--- config.mk ---
export PLATFORM = sky130hd
export DESIGN_NAME = router_sel_scheduler
export DESIGN_NICKNAME = d
export VERILOG_FILES = /design/src/rtl/router_sched_pkg.sv /design/src/rtl/rr_arbiter.sv /design/src/rtl/router_sel_scheduler.sv
export SDC_FILE = /design/constraint.sdc
export NUM_CORES = 1
export LEC_CHECK = 0
export CAP_MARGIN = 40
export CELL_PAD_IN_SITES_DETAIL_PLACEMENT = 1
export CELL_PAD_IN_SITES_GLOBAL_PLACEMENT = 1
export CORE_MARGIN = 4
export CORE_UTILIZATION = 38
export DETAILED_ROUTE_END_ITERATION = 6
export PLACE_DENSITY = 0.81
export SYNTH_ARGS = -nofsm -noshare
export SYNTH_HDL_FRONTEND = slang
export SYNTH_SLANG_ARGS = --single-unit
--- constraint.sdc ---
create_clock -name clk -period 1.65 [get_ports clk]
set_input_delay 0.2475 -clock clk [delete_from_list [all_inputs] [get_ports clk]]
set_output_delay 0.2475 -clock clk [all_outputs]
set_load 0.01 [all_outputs]
--- src/rtl/router_sched_pkg.sv ---
// router_sched_pkg: state encoding and settle timing shared by the router select scheduler.
package router_sched_pkg;
  typedef enum logic [1:0] {IDLE, SETTLE, ACTIVE, DRAIN} state_e;
  localparam int SETTLE_CYC = 2;
endpackage

--- src/rtl/rr_arbiter.sv ---
// rr_arbiter: combinational round-robin pick, searching upward from last_ptr_i+1 with wrap.
module rr_arbiter #(
  parameter int PORTS = 4,
  parameter int W = $clog2(PORTS)
) (
  input  logic [PORTS-1:0] req_i,
  input  logic [W-1:0]     last_ptr_i,
  output logic [W-1:0]     winner_o,
  output logic             valid_o
);
  logic [W-1:0] idx;
  always_comb begin
    winner_o = '0;
    valid_o = 1'b0;
    idx = '0;
    for (int i = PORTS; i >= 1; i--) begin
      idx = W'((int'(last_ptr_i) + i) % PORTS);
      if (req_i[idx]) begin
        winner_o = idx;
        valid_o = 1'b1;
      end
    end
  end
endmodule

--- src/rtl/router_sel_scheduler.sv ---
// router_sel_scheduler: isolates, selects and grants one router input at a time.
// Define ROUTER_SCHED_STARVE_MON_EN to add per-port wait counters and the starve_o output.
module router_sel_scheduler
  import router_sched_pkg::*;
#(
  parameter int PORTS = 4,
  parameter int QUOTA = 8
) (
  input  logic                     clk,
  input  logic                     rst_n,
  input  logic [PORTS-1:0]         req_i,
  input  logic                     beat_fire_i,
  input  logic                     last_i,
  input  logic                     force_isolate_i,
  output logic [$clog2(PORTS)-1:0] sel_o,
  output logic                     isolate_o,
  output logic [PORTS-1:0]         grant_o,
  output logic                     abort_o,
  output logic                     busy_o
`ifdef ROUTER_SCHED_STARVE_MON_EN
  ,
  output logic [PORTS-1:0]         starve_o
`endif
);
  localparam int W = $clog2(PORTS);
  state_e state_q, state_d;
  logic [W-1:0] sel_q, sel_d, last_q, last_d, win_idx;
  logic [PORTS-1:0] grant_q, grant_d, sel_hot;
  logic [7:0] cnt_q, cnt_d;
  logic [1:0] settle_q, settle_d;
  logic iso_q, iso_d, abort_q, abort_d, busy_q, busy_d, burst_q, burst_d;
  logic win_vld, other_req, quota_hit, exit_now;

  rr_arbiter #(.PORTS(PORTS)) u_arb (
    .req_i(req_i), .last_ptr_i(last_q), .winner_o(win_idx), .valid_o(win_vld)
  );

  assign sel_hot = PORTS'(1) << sel_q;
  assign other_req = |(req_i & ~sel_hot);
  assign quota_hit = cnt_q == 8'(QUOTA);
  // A quota exit is held off while a burst is open or about to open this cycle.
  assign exit_now = (beat_fire_i && last_i) || (quota_hit && other_req && !burst_q && !beat_fire_i) ||
                    (!req_i[sel_q] && !burst_q) || force_isolate_i;

  always_comb begin
    state_d = state_q;
    sel_d = sel_q;
    last_d = last_q;
    grant_d = grant_q;
    cnt_d = cnt_q;
    settle_d = settle_q;
    iso_d = iso_q;
    burst_d = burst_q;
    abort_d = 1'b0;
    case (state_q)
      IDLE: if (win_vld && !force_isolate_i) begin
        state_d = SETTLE;
        sel_d = win_idx;
        settle_d = '0;
      end
      SETTLE: begin
        settle_d = settle_q + 2'd1;
        if (settle_q == 2'(SETTLE_CYC - 1)) begin
          state_d = ACTIVE;
          iso_d = 1'b0;
          grant_d = sel_hot;
          cnt_d = '0;
          burst_d = 1'b0;
        end
      end
      ACTIVE: begin
        cnt_d = quota_hit ? (other_req ? cnt_q : {7'd0, beat_fire_i}) : cnt_q + {7'd0, beat_fire_i};
        burst_d = beat_fire_i ? !last_i : burst_q;
        if (exit_now) begin
          state_d = DRAIN;
          iso_d = 1'b1;
          grant_d = '0;
          abort_d = force_isolate_i && burst_q;
          cnt_d = '0;
          burst_d = 1'b0;
        end
      end
      DRAIN: begin
        last_d = sel_q;
        state_d = IDLE;
      end
      default: state_d = IDLE;
    endcase
    busy_d = state_d != IDLE;
  end

  always_ff @(posedge clk or negedge rst_n) begin
    if (!rst_n) begin
      state_q <= IDLE;
      sel_q <= '0;
      last_q <= W'(PORTS - 1);
      grant_q <= '0;
      cnt_q <= '0;
      settle_q <= '0;
      iso_q <= 1'b1;
      burst_q <= 1'b0;
      abort_q <= 1'b0;
      busy_q <= 1'b0;
    end else begin
      state_q <= state_d;
      sel_q <= sel_d;
      last_q <= last_d;
      grant_q <= grant_d;
      cnt_q <= cnt_d;
      settle_q <= settle_d;
      iso_q <= iso_d;
      burst_q <= burst_d;
      abort_q <= abort_d;
      busy_q <= busy_d;
    end
  end

  assign sel_o = sel_q;
  assign isolate_o = iso_q;
  assign grant_o = grant_q;
  assign abort_o = abort_q;
  assign busy_o = busy_q;

`ifdef ROUTER_SCHED_STARVE_MON_EN
  logic [PORTS-1:0][7:0] wait_q;
  always_ff @(posedge clk or negedge rst_n) begin
    if (!rst_n) wait_q <= '0;
    else for (int i = 0; i < PORTS; i++)
      wait_q[i] <= grant_q[i] ? 8'd0 : (req_i[i] && wait_q[i] != 8'hff) ? wait_q[i] + 8'd1 : wait_q[i];
  end
  for (genvar g = 0; g < PORTS; g++) begin : g_starve
    assign starve_o[g] = &wait_q[g];
  end
`endif
endmodule

# Word-level counts from Yosys, hierarchy flattened
# Index checks and enable logic that the tools add are counted.
op_classes:
  addsub: 6
  mul: 0
  div_mod_pow: 0
  magnitude_cmp: 5
  n_eq_ne: 10
  n_shift: 1
  n_mux: 40
  n_bitwise: 2
  reduce_logical: 25
ops:
  columns: ["cell", "n"]
  rows:
  - ["$mux 8", 4]
  - ["$mux 2", 8]
  - ["$pmux 8 s2", 1]
  - ["$lt 2x3->1 const B", 5]
  - ["$mux 1", 15]
  - ["$bmux 1 s2", 5]
  - ["$reduce_and 3->1", 3]
  - ["$add 8x1->8", 1]
  - ["$eq 8x4->1 const B", 1]
  - ["$mux 4", 2]
  - ["$pmux 2 s4", 1]
  - ["$pmux 4 s2", 1]
  - ["$logic_and 1x1->1", 7]
  - ["$add 2x1->2 const B", 3]
  - ["$ne 2x2->1 const B", 3]
  - ["$reduce_bool 2->1", 3]
  - ["$logic_not 1->1", 5]
  - ["$add 2x2->2 const B", 2]
  - ["$and 4x4->4", 1]
  - ["$eq 2x1->1 const B", 2]
  - ["$eq 2x2->1 const B", 2]
  - ["$ne 4x4->1 const B", 1]
  - ["$not 4->4", 1]
  - ["$pmux 1 s2", 2]
  - ["other kinds (7)", 10]
word_totals:
  reg_bits: 24
  latchBits: 0
  mem_bits_rw: 0
  rom_bits: 0
  input_bits: 9
  out_inout_bits: 9
  word_cells: 99
  memories: 0

# Longest topological paths before layout
# Gate-level depths: netlist (run 1).
logic_depth:
  depth_word: 13
  ltp_mapped: 7
  ltp_nobuf: 7

# By module
# From an unflattened synthesis (run 1), not the netlist that was laid out.
unflattened:
  hier_cells: 160
  hier_area_um2: 1545.2
by_module_without_submodules:
  columns: ["mod", "n_inst", "cells_per_inst", "area_each_um2", "seq_area_each_um2"]
  rows:
  - ["router_sel_scheduler", 1, 146, 1453.9, 604.3]
  - ["rr_arbiter", 1, 14, 91.3, 0.0]

# Least setup slack after synthesis (run 1)
# OpenSTA, ideal clock, no wires.
synth_path:
  path_kind: "register to register"
  start: "register state_q[1]"
  end: "register cnt_q[0]"
  setup_ns: 0.121
  arrival_time_ns: 1.573
  t_required_ns: 1.529
  slack_ns: -0.044
  path_stages_with_launch: 7
  path_buffers: 0
  period_less_slack_ns: 1.694
  cell_sequence: "dfrtp_1 > inv_1 > ha_1 > nor2b_1 > nor2b_1 > o31ai_4 > a22o_1"
synth_between:
  elab_chain_cells: 3
  word_cells_on_any_way: 7
  cone_classes: "eq/ne (4); mux (1); reduce/logical (2)"
synth_lines:
  columns: ["element", "line", "source"]
  rows:
  - ["start: declaration", "router_sel_scheduler.sv:26", "state_e state_q, state_d;"]
  - ["start signal: assignment", "router_sel_scheduler.sv:105", "state_q <= state_d;"]
  - ["$eq 2x2->1 or $eq 2x1->1 (tied branches)", "router_sel_scheduler.sv:55", "case (state_q)"]
  - ["$ne 4x4->1 (no line) (tied with other cells)", null, null]
  - ["$reduce_and 3->1 (no line)", null, null]
  - ["end signal: assignment", "router_sel_scheduler.sv:109", "cnt_q <= cnt_d;"]
  - ["end: declaration", "router_sel_scheduler.sv:29", "logic [7:0] cnt_q, cnt_d;"]
# Several ways; a longest one is shown, not always the timed one.
# A chain may end at the register's enable or synchronous reset.

# Worst setup path in the final report (run 1)
layout_path:
  start: "register cnt_q[0]"
  end: "register cnt_q[7]"
layout_between:
  elab_chain_cells: 9
  word_cells_on_any_way: 13
  cone_classes: "add/sub (1); eq/ne (2); mux (3); reduce/logical (7)"
layout_lines:
  columns: ["element"]
  rows:
  - ["branches (longest 9 deep; another with $add 8x1->8)"]
# Parallel ways; which one is timed is not known.

==> impl_metrics.env, run 1 <==
export IMPL_cts_htree_levels=1
export IMPL_hold_path_class="input pin to async pin"
export IMPL_yosys_top_cells_area="dfrtp_1, ha_1, dfstp_2"
export IMPL_wl_um=4640
export IMPL_first_global_vias=1576
export IMPL_post_route_min_period_ns=1.68
export IMPL_drive_above_1_share_pct=41.3
export IMPL_fin_skew_ns=0.00655
export IMPL_met3_usage_pct=2.61
export IMPL_dieArea_um2=4830
export IMPL_tns_ns=-0.202
export IMPL_synthMuxAreaShare_pct=7.31
export IMPL_cp_max_fo=3
export IMPL_required_ns=1.81
export IMPL_core_um2=3660
export IMPL_antenna_found_initial=0
export IMPL_rsz0062_at_grt="yes"
export IMPL_grt_busiest_layer="met2"
export IMPL_drv_cap=0
export IMPL_arrival_ns=1.85
export IMPL_finalNonFillerCells=256
export IMPL_synth_distinct_cells=41
export IMPL_drtIter0Drc=39
export IMPL_dpl_cell_area_um2=1930
export IMPL_hpwl_um=3340
export IMPL_nets=225
export IMPL_power_total_mw=3.54
export IMPL_regToRegEndpoint="cnt_q[7]$_DFFE_PN0P_"
export IMPL_clk_pin_slew_ns=0.09
export IMPL_grt_ovfl_total=0
export IMPL_synth_seq_cells=24
export IMPL_syn_num_nets=161
export IMPL_die_w_um=69.5
export IMPL_clk_latency_ns=0.27
export IMPL_cp_start_kind="flop"
export IMPL_die_h_um=69.5
export IMPL_holdWs_ns=0.344
export IMPL_start_util_pct=39.3
export IMPL_async_reset_ff_share_pct=100
export IMPL_finalHoldViolCount=0
export IMPL_setup_violations=9
export IMPL_maxSlewViolCount=0
export IMPL_wire_per_inst_um=18.1
export IMPL_p_leak_nw=0.987
export IMPL_layout_common_cells="buf_4, dfrtp_1, nand2_1"
export IMPL_grt_usage_pct=19.8
export IMPL_clock_sinks=24
export IMPL_vias=1413
export IMPL_synth_xor_area_share_pct=0
export IMPL_reg2regPathDepth=6
export IMPL_final_util_pct=59.8
export IMPL_ant_nets=0
export IMPL_synth_top_cell_by_area="dfrtp_1"
export IMPL_synth_simple_area_share_pct=16.7
export IMPL_ir_drop_v=0.000919
export IMPL_synth_seq_area_share_pct=42.0
export IMPL_syn_to_final_growth_pct=52.4
export IMPL_vias_per_cell=5.52
export IMPL_clk_path_buf_depth=2
export IMPL_final_common_cell="buf_4"
export IMPL_place_inst=243
export IMPL_diodes=0
export IMPL_io_pins=18
export IMPL_r2r_start="cnt_q[0]$_DFFE_PN0P_"
export IMPL_cts_root_buf="clkbuf_8"
export IMPL_p_clk_share_pct=10.2
export IMPL_rows=22
export IMPL_tritoncts="done"
export IMPL_drcViolationCount=0
export IMPL_synth_edf_count=0
export IMPL_p_seq_share_pct=26.4
export IMPL_grt_max_degree=25
export IMPL_use_met1_pct=24.4
export IMPL_yosysWarnings=0
export IMPL_violations="negative setup slack"
export IMPL_grtUsageMet2_pct=35.7
export IMPL_dr_pass1_iters=4
export IMPL_status="finished, violations left"
export IMPL_pwr_share_comb_pct=63.4
export IMPL_swShare_pct=40.9
export IMPL_finalInstanceArea_um2=2190
export IMPL_netlist_area_um2=1440
export IMPL_power_switching_mw=1.45
export IMPL_synthFlopType="dfrtp_1"
export IMPL_slew_headroom_pct=78.0
export IMPL_cts_made_buffers=3
export IMPL_syn_inst=145
export IMPL_clock_fmax_ghz=0.594
export IMPL_rrSetupSlack_ns=-0.03
export IMPL_fin_crit_sh_pct=102
export IMPL_grt_pass1_wl_um=7760
export IMPL_p_int_mw=2.09
export IMPL_synth_top_family_by_area="compound AO/OA/AOI/OAI gates"
export IMPL_port_buffers=17
export IMPL_worstSetupEndpointType="flop"
export IMPL_path_class="flop to flop"
export IMPL_avgSynthCellArea_um2=9.91
export IMPL_tightest_slew_ns=0.327
export IMPL_fin_ws_ns=-0.0343
export IMPL_gp_congestion=0.920
export IMPL_place_ws_ns=-0.454
export IMPL_synth_compound_area_share_pct=23.6
export IMPL_yosys_area_share_adder_pct=6.09
export IMPL_synth_top_area_share_pct=36.6
export IMPL_pwr_density_cell_nw_per_um2=1610
-- cells by family (layout without fill, tap and decap cells) --
group,Yosys count,in the layout
and+or+nand+nor,46,46
AOI/OAI and AO/OA,44,44
DFF,24,24
buffers and inverters,14,77
muxes,10,10
adders and majority gates,7,7
-- registers in the layout, indices dropped and copies added, names as in the netlist --
register,flops
grant_o,4
isolate_o,1
busy_o,1
settle_q,2
sel_o,2
cnt_q,8
abort_o,1
last_q,2
state_q,2
burst_q,1
-- power by group through the flow --
stage	logic, mW	registers (mW)	clock network (mW)
floorplan	0.899	0.946	0
global placement	1.65	0.921	0
detailed placement	1.77	0.937	0
CTS	2.07	0.931	0.372
global route	2.43	0.965	0.402
finish	2.24	0.932	0.361
-- synthesized netlist by cell type, types with 3 or more instances --
cell / instances
nor4_1: 3
dfstp_2: 3
ha_1: 7
o21ai_0: 9
a21oi_1: 11
inv_1: 11
o2bb2ai_1: 9
nand2_1: 14
dfrtp_1: 21
nor3_1: 5
mux2i_1: 6
mux2_2: 4
nor2_1: 10
-- how the worst max path moves through the flow --
stage | from | to | slack (ns) | cells past startpoint
5_1_grt | state_q[1]$_DFF_PN0_ | cnt_q[3]$_DFFE_PN0P_ | -0.13 | 7
6_report | cnt_q[0]$_DFFE_PN0P_ | cnt_q[7]$_DFFE_PN0P_ | -0.03 | 6
3_3_place_gp | req_i[1] | state_q[0]$_DFF_PN0_ | -0.41 | 7
4_1_cts | cnt_q[5]$_DFFE_PN0P_ | cnt_q[0]$_DFFE_PN0P_ | -0.03 | 4
2_1_floorplan | sel_o[0]$_DFFE_PN0P_ | cnt_q[0]$_DFFE_PN0P_ | -0.02 | 6
3_5_place_dp | req_i[1] | state_q[0]$_DFF_PN0_ | -0.45 | 7
-- layout make-up --
type | count | area [um^2]
clock buffer | 4 | 45.0
fill | 404 | 1470
inverter | 11 | 41.3
multi-input combinational | 107 | 917
sequential | 24 | 606
tap | 48 | 60.1
timing repair buffer | 62 | 522
-- layer usage --
| metal | up-vias | part of all wire (%) |
|---|---|---|
| met3 | 6 | 3.2 |
| met4 | 0 | 1.0 |
| met5 | - | 0 |
| li1 | 658 | - |
| met2 | 36 | 55 |
| met1 | 713 | 41 |
-- repair_timing --
| item | 4_1_cts | 5_1_grt |
|---|---|---|
| pin swaps | 6 | 2 |
| hold buffers | 0 | 0 |
| setup buffers | 6 | 3 |
| endpoints found under the hold margin | 0 | 0 |
| resized for setup | 30 | 9 |
| setup endpoints to repair | 19 | 19 |
-- critical path: stages, from the launching register on --
cell       delay [ns]
dfrtp_1          0.39
ha_2             0.21
nand3_1          0.14
or2_2            0.38
nor2_1           0.16
mux2i_1          0.24
o2bb2ai_2        0.07
Note: power is estimated with default switching activity, not from simulation.
==> run 2, diff against run 1 <==
--- a/config.mk
+++ b/config.mk
@@ -11,6 +11,7 @@
 export CORE_MARGIN = 4
 export CORE_UTILIZATION = 38
 export DETAILED_ROUTE_END_ITERATION = 6
+export MAX_ROUTING_LAYER = met4
 export PLACE_DENSITY = 0.81
 export SYNTH_ARGS = -nofsm -noshare
 export SYNTH_HDL_FRONTEND = slang
==> run 2 against run 1 <==
Worst setup slack improved by 0.0027 ns. The run still ends with negative setup slack left. Register-to-register slack barely moved. Critical path depth did not move. Sequential share of layout area did not move. Critical path type unchanged. Sequential power barely moved. Cell count did not move.
==> impl_metrics.env, run 2 (synthesized netlist as in run 1, its figures left out) <==
export IMPL_status="finished, violations left"
export IMPL_violations="negative setup slack"
export IMPL_hpwl_um=3340
export IMPL_core_um2=3660
export IMPL_crit_chain="ha_2, nand3_1, or2_2, nor2_1, mux2i_1, o2bb2ai_2"
export IMPL_drcViolationCount=0
export IMPL_post_route_min_period_ns=1.68
export IMPL_grt_ovfl_total=0
export IMPL_vias_per_cell=5.46
export IMPL_largest_reg_flops=8
export IMPL_setup_violations=10
export IMPL_die_w_um=69.5
export IMPL_reg2regPathDepth=6
export IMPL_slowest_stage="dfrtp_1"
export IMPL_required_ns=1.82
export IMPL_finalHoldViolCount=0
export IMPL_grt_max_degree=25
export IMPL_p_int_mw=2.09
export IMPL_grt_pass1_wl_um=7780
export IMPL_syn_to_final_growth_pct=52.4
export IMPL_cp_depth=6
export IMPL_die_h_um=69.5
export IMPL_gp_congestion=0.936
export IMPL_cp_start_kind="flop"
export IMPL_diodes=0
export IMPL_p_clk_share_pct=10.3
export IMPL_vias=1397
export IMPL_rsz0062_at_grt="yes"
export IMPL_dieArea_um2=4830
export IMPL_clk_pin_slew_ns=0.09
export IMPL_layout_common_cells="buf_4, dfrtp_1, nand2_1"
export IMPL_rrSetupSlack_ns=-0.03
export IMPL_clk_latency_ns=0.27
export IMPL_port_buffers=17
export IMPL_p_leak_nw=0.987
export IMPL_worstSetupEndpointType="flop"
export IMPL_cts_hold_buf=0
export IMPL_cts_htree_levels=1
export IMPL_r2r_start="cnt_q[0]$_DFFE_PN0P_"
export IMPL_clk_path_buf_depth=2
export IMPL_clock_fmax_ghz=0.595
export IMPL_slew_headroom_pct=78.0
export IMPL_cts_made_buffers=3
export IMPL_tightest_slew_ns=0.327
export IMPL_power_switching_mw=1.45
export IMPL_fin_skew_ns=0.00746
export IMPL_slowest_delay_ns=0.39
export IMPL_first_global_vias=1572
export IMPL_crit_buf_inv=0
export IMPL_nets=225
export IMPL_io_pins=18
export IMPL_grt_usage_pct=20.5
export IMPL_drtIter0Drc=48
export IMPL_top_register="cnt_q"
export IMPL_final_common_cell="buf_4"
export IMPL_drv_cap=0
export IMPL_rows=22
export IMPL_regToRegEndpoint="cnt_q[7]$_DFFE_PN0P_"
export IMPL_pwr_share_comb_pct=63.4
export IMPL_p_seq_share_pct=26.3
export IMPL_cts_root_buf="clkbuf_8"
export IMPL_cp_max_fo=3
export IMPL_dr_pass1_iters=4
export IMPL_ir_drop_v=0.000920
export IMPL_drive_above_1_share_pct=41.3
export IMPL_finalNonFillerCells=256
export IMPL_fillCellCount=404
export IMPL_path_class="flop to flop"
export IMPL_holdWs_ns=0.342
export IMPL_cp_top_family="simple AND/OR/NAND/NOR gates"
export IMPL_ant_nets=0
export IMPL_swShare_pct=41.0
export IMPL_hold_path_class="input pin to async pin"
export IMPL_arrival_ns=1.85
export IMPL_maxSlewViolCount=0
export IMPL_start_util_pct=39.3
export IMPL_clock_sinks=24
export IMPL_place_inst=243
export IMPL_fin_crit_sh_pct=102
export IMPL_tritoncts="done"
export IMPL_pwr_density_cell_nw_per_um2=1620
export IMPL_wire_per_inst_um=18.3
export IMPL_fin_ws_ns=-0.0316
export IMPL_wl_um=4690
export IMPL_antenna_found_initial=0
[run 2: cell type report]
type                    count  area [um^2]  area share, %
multi-input cells         107          917           41.9
flip-flops and latches     24          606           27.6
repair buffers             62          522           23.8
well taps                  48         60.1           2.74
clock buffers               4         45.0           2.06
inverters                  11         41.3           1.88
[run 2: worst reg2reg max path: stages, from the launching register on]
cell and delay, ns:
dfrtp_1 0.39, ha_2 0.21, nand3_1 0.14, or2_2 0.37, nor2_1 0.16, mux2i_1 0.24, o2bb2ai_2 0.07
[run 2: worst max-delay path by stage]
stage | start | endpoint | slack [ns]
3_3_place_gp | req_i[1] | state_q[0]$_DFF_PN0_ | -0.41
5_1_grt | state_q[1]$_DFF_PN0_ | cnt_q[3]$_DFFE_PN0P_ | -0.13
2_1_floorplan | sel_o[0]$_DFFE_PN0P_ | cnt_q[0]$_DFFE_PN0P_ | -0.02
6_report | cnt_q[0]$_DFFE_PN0P_ | cnt_q[7]$_DFFE_PN0P_ | -0.03
4_1_cts | cnt_q[5]$_DFFE_PN0P_ | cnt_q[0]$_DFFE_PN0P_ | -0.03
3_5_place_dp | req_i[1] | state_q[0]$_DFF_PN0_ | -0.45
[run 2: repair_timing]
action | CTS | global route
pin swaps | 6 | 2
endpoints found under the setup margin | 19 | 19
resized for setup | 30 | 9
setup buffers | 6 | 3
[run 2: routing by layer]
metal  vias to the layer above  part of all wire, %  global-route usage, %
met3                         4                  2.2                   2.46
met2                        19                   54                   35.9
met1                       714                   43                   24.5
met5                         -                    0                      -
met4                         0                 0.90                   6.07
li1                        660                    -                      -
[run 2: through the flow]
step / TNS, ns / setup WS (ns) / cell area (um^2) / util (%) / total power, mW
finish: -0.230 / -0.0316 / 2190 / 59.8 / 3.54
global route: -1.15 / -0.131 / 2190 / 59.8 / 3.81
floorplan: -0.0243 / -0.0243 / 1450 / - / 1.84
CTS: -0.166 / -0.0314 / 2130 / 58.2 / 3.37
global placement: -6.30 / -0.413 / 1930 / 52.6 / 2.57
detailed placement: -7.39 / -0.454 / 1930 / 52.6 / 2.71
[run 2: power by group through the flow]
| stage | registers (mW) | clock network [mW] | logic (mW) |
|---|---|---|---|
| floorplan | 0.946 | 0 | 0.899 |
| global placement | 0.921 | 0 | 1.65 |
| detailed placement | 0.937 | 0 | 1.77 |
| CTS | 0.931 | 0.372 | 2.07 |
| global route | 0.965 | 0.407 | 2.44 |
| finish | 0.932 | 0.363 | 2.24 |
==> run 3, diff against run 2 <==
--- a/config.mk
+++ b/config.mk
@@ -13,6 +13,7 @@
 export DETAILED_ROUTE_END_ITERATION = 6
 export MAX_ROUTING_LAYER = met4
 export PLACE_DENSITY = 0.81
+export RECOVER_POWER = 50
 export SYNTH_ARGS = -nofsm -noshare
 export SYNTH_HDL_FRONTEND = slang
 export SYNTH_SLANG_ARGS = --single-unit
==> run 3 against run 2 <==
The flow still finishes with violations (negative setup slack). Clock-buffer cell count stayed put. Wire length is 0.11% lower. Sequential power hardly changed. Worst hold slack better by 0.14 ns. Clock skew hardly changed. Critical path depth stayed put.
==> impl_metrics.env, run 3 (synthesized netlist as in run 1, its figures left out) <==
export IMPL_startpoint="cnt_q[0]$_DFFE_PN0P_"
export IMPL_tightest_slew_ns=0.646
export IMPL_largest_reg_flops=8
export IMPL_fin_ws_ns=-0.0316
export IMPL_antenna_found_initial=0
export IMPL_r2r_start="cnt_q[0]$_DFFE_PN0P_"
export IMPL_clk_latency_ns=0.27
export IMPL_status="finished, violations left"
export IMPL_final_common_cell="buf_4"
export IMPL_layout_common_cells="buf_4, dfrtp_1, nand2_1, inv_1, a21oi_1"
export IMPL_diodes=0
export IMPL_port_buffers=17
export IMPL_cts_made_buffers=3
export IMPL_slew_headroom_pct=57.0
export IMPL_fin_crit_sh_pct=102
export IMPL_setup_violations=10
export IMPL_p_seq_share_pct=26.3
export IMPL_clock_sinks=24
export IMPL_die_w_um=69.5
export IMPL_vias_per_cell=5.46
export IMPL_endpoint="cnt_q[7]$_DFFE_PN0P_"
export IMPL_maxSlewViolCount=0
export IMPL_hpwl_um=3340
export IMPL_cts_hold_buf=0
export IMPL_pwr_density_cell_nw_per_um2=1620
export IMPL_cp_start_kind="flop"
export IMPL_syn_to_final_growth_pct=52.2
export IMPL_violations="negative setup slack"
export IMPL_required_ns=1.82
export IMPL_p_clk_share_pct=10.3
export IMPL_p_leak_nw=0.987
export IMPL_nets=225
export IMPL_grt_ovfl_total=0
export IMPL_dieArea_um2=4830
export IMPL_core_um2=3660
export IMPL_holdWs_ns=0.479
export IMPL_ir_drop_v=0.000920
export IMPL_clock_fmax_ghz=0.595
export IMPL_grt_max_degree=25
export IMPL_swShare_pct=41.0
export IMPL_regToRegEndpoint="cnt_q[7]$_DFFE_PN0P_"
export IMPL_vias=1398
export IMPL_clk_pin_slew_ns=0.09
export IMPL_wire_per_inst_um=18.3
export IMPL_wl_um=4690
export IMPL_cts_htree_levels=1
export IMPL_path_class="flop to flop"
export IMPL_cts_root_buf="clkbuf_8"
export IMPL_finalHoldViolCount=0
export IMPL_dr_pass1_iters=4
export IMPL_power_switching_mw=1.45
export IMPL_p_int_mw=2.09
export IMPL_pwr_share_comb_pct=63.4
export IMPL_slowest_delay_ns=0.39
export IMPL_hold_path_class="flop to flop"
export IMPL_finalNonFillerCells=256
export IMPL_drive_above_1_share_pct=41.3
export IMPL_tritoncts="done"
export IMPL_drcViolationCount=0
export IMPL_ant_nets=0
export IMPL_start_util_pct=39.3
export IMPL_top_register="cnt_q"
export IMPL_worstSetupEndpointType="flop"
export IMPL_fin_skew_ns=0.00745
export IMPL_cp_max_fo=3
export IMPL_crit_chain="ha_2, nand3_1, or2_2, nor2_1, mux2i_1, o2bb2ai_2"
export IMPL_post_route_min_period_ns=1.68
export IMPL_drv_cap=0
export IMPL_grt_pass1_wl_um=7780
export IMPL_rrSetupSlack_ns=-0.03
export IMPL_rsz0062_at_grt="yes"
export IMPL_gp_congestion=0.936
export IMPL_reg2regPathDepth=6
export IMPL_clk_path_buf_depth=2
export IMPL_place_inst=243
export IMPL_first_global_vias=1572
export IMPL_grt_usage_pct=20.5
export IMPL_rows=22
export IMPL_slowest_stage="dfrtp_1"
export IMPL_io_pins=18
export IMPL_arrival_ns=1.85
export IMPL_die_h_um=69.5
export IMPL_drtIter0Drc=48
run 3: cell count changes in the layout (fill, tap and decap cells not counted), sizes merged:
cell	delta
buf	-1
clkbuf	+1
clkdlybuf4s50	-1
dlygate4sd3	+1
run 3: critical path: cells and delay by family, from the launching register on:
| kind | cells | cell delay [ns] |
|---|---|---|
| AOI/OAI and AO/OA | 1 | 0.07 |
| adders and majority gates | 1 | 0.21 |
| muxes | 1 | 0.24 |
| and+or+nand+nor | 3 | 0.67 |
| DFF | 1 | 0.39 |
run 3: how the worst min path moves through the flow:
stage | start | end | slack (ns) | cells after the start
global route | isolate_o$_DFFE_PN1P_ | isolate_o$_DFFE_PN1P_ | 0.50 | 2
global placement | isolate_o$_DFFE_PN1P_ | isolate_o$_DFFE_PN1P_ | 0.45 | 2
CTS | rst_n | grant_o[1]$_DFFE_PN0P_ | 0.35 | 2
detailed placement | isolate_o$_DFFE_PN1P_ | isolate_o$_DFFE_PN1P_ | 0.47 | 2
floorplan | rst_n | abort_o$_DFF_PN0_ | -0.05 | 0
finish | isolate_o$_DFFE_PN1P_ | isolate_o$_DFFE_PN1P_ | 0.48 | 2
run 3: layout make-up:
type,instances,area (um^2)
Fill cell,405,1470
Multi-Input combinational cell,107,917
Sequential cell,24,606
Timing Repair Buffer,62,519
Tap cell,48,60.1
Clock buffer,4,45.0
Inverter,11,41.3
run 3: power by group through the flow:
stage               sequential (mW)  combinational [mW]  clock, mW
global route                  0.965                2.44      0.407
CTS                           0.931                2.07      0.372
floorplan                     0.946               0.899          0
detailed placement            0.937                1.77          0
global placement              0.921                1.65          0
finish                        0.932                2.24      0.363
run 3: stage by stage:
step	setup slack (ns)	utilization, %	TNS, ns	instance area [um^2]	total power [mW]
global placement	-0.413	52.6	-6.30	1930	2.57
floorplan	-0.0243	-	-0.0243	1450	1.84
finish	-0.0316	59.8	-0.229	2190	3.54
CTS	-0.0314	58.2	-0.166	2130	3.37
global route	-0.131	59.8	-1.15	2190	3.81
detailed placement	-0.454	52.6	-7.39	1930	2.71
run 3: timing repair:
item,CTS,global route
gates resized for setup,30,9
setup buffers,6,3
setup endpoints to repair,19,19
pin swaps,6,2
run 3: layer usage:
| metal | wire, um | share of wire [%] | global-route usage (%) |
|---|---|---|---|
| met2 | 2540 | 54 | 35.9 |
| met3 | 102 | 2.2 | 2.46 |
| met4 | 42 | 0.90 | 6.07 |
| met1 | 2010 | 43 | 24.5 |
| met5 | 0 | 0 | - |
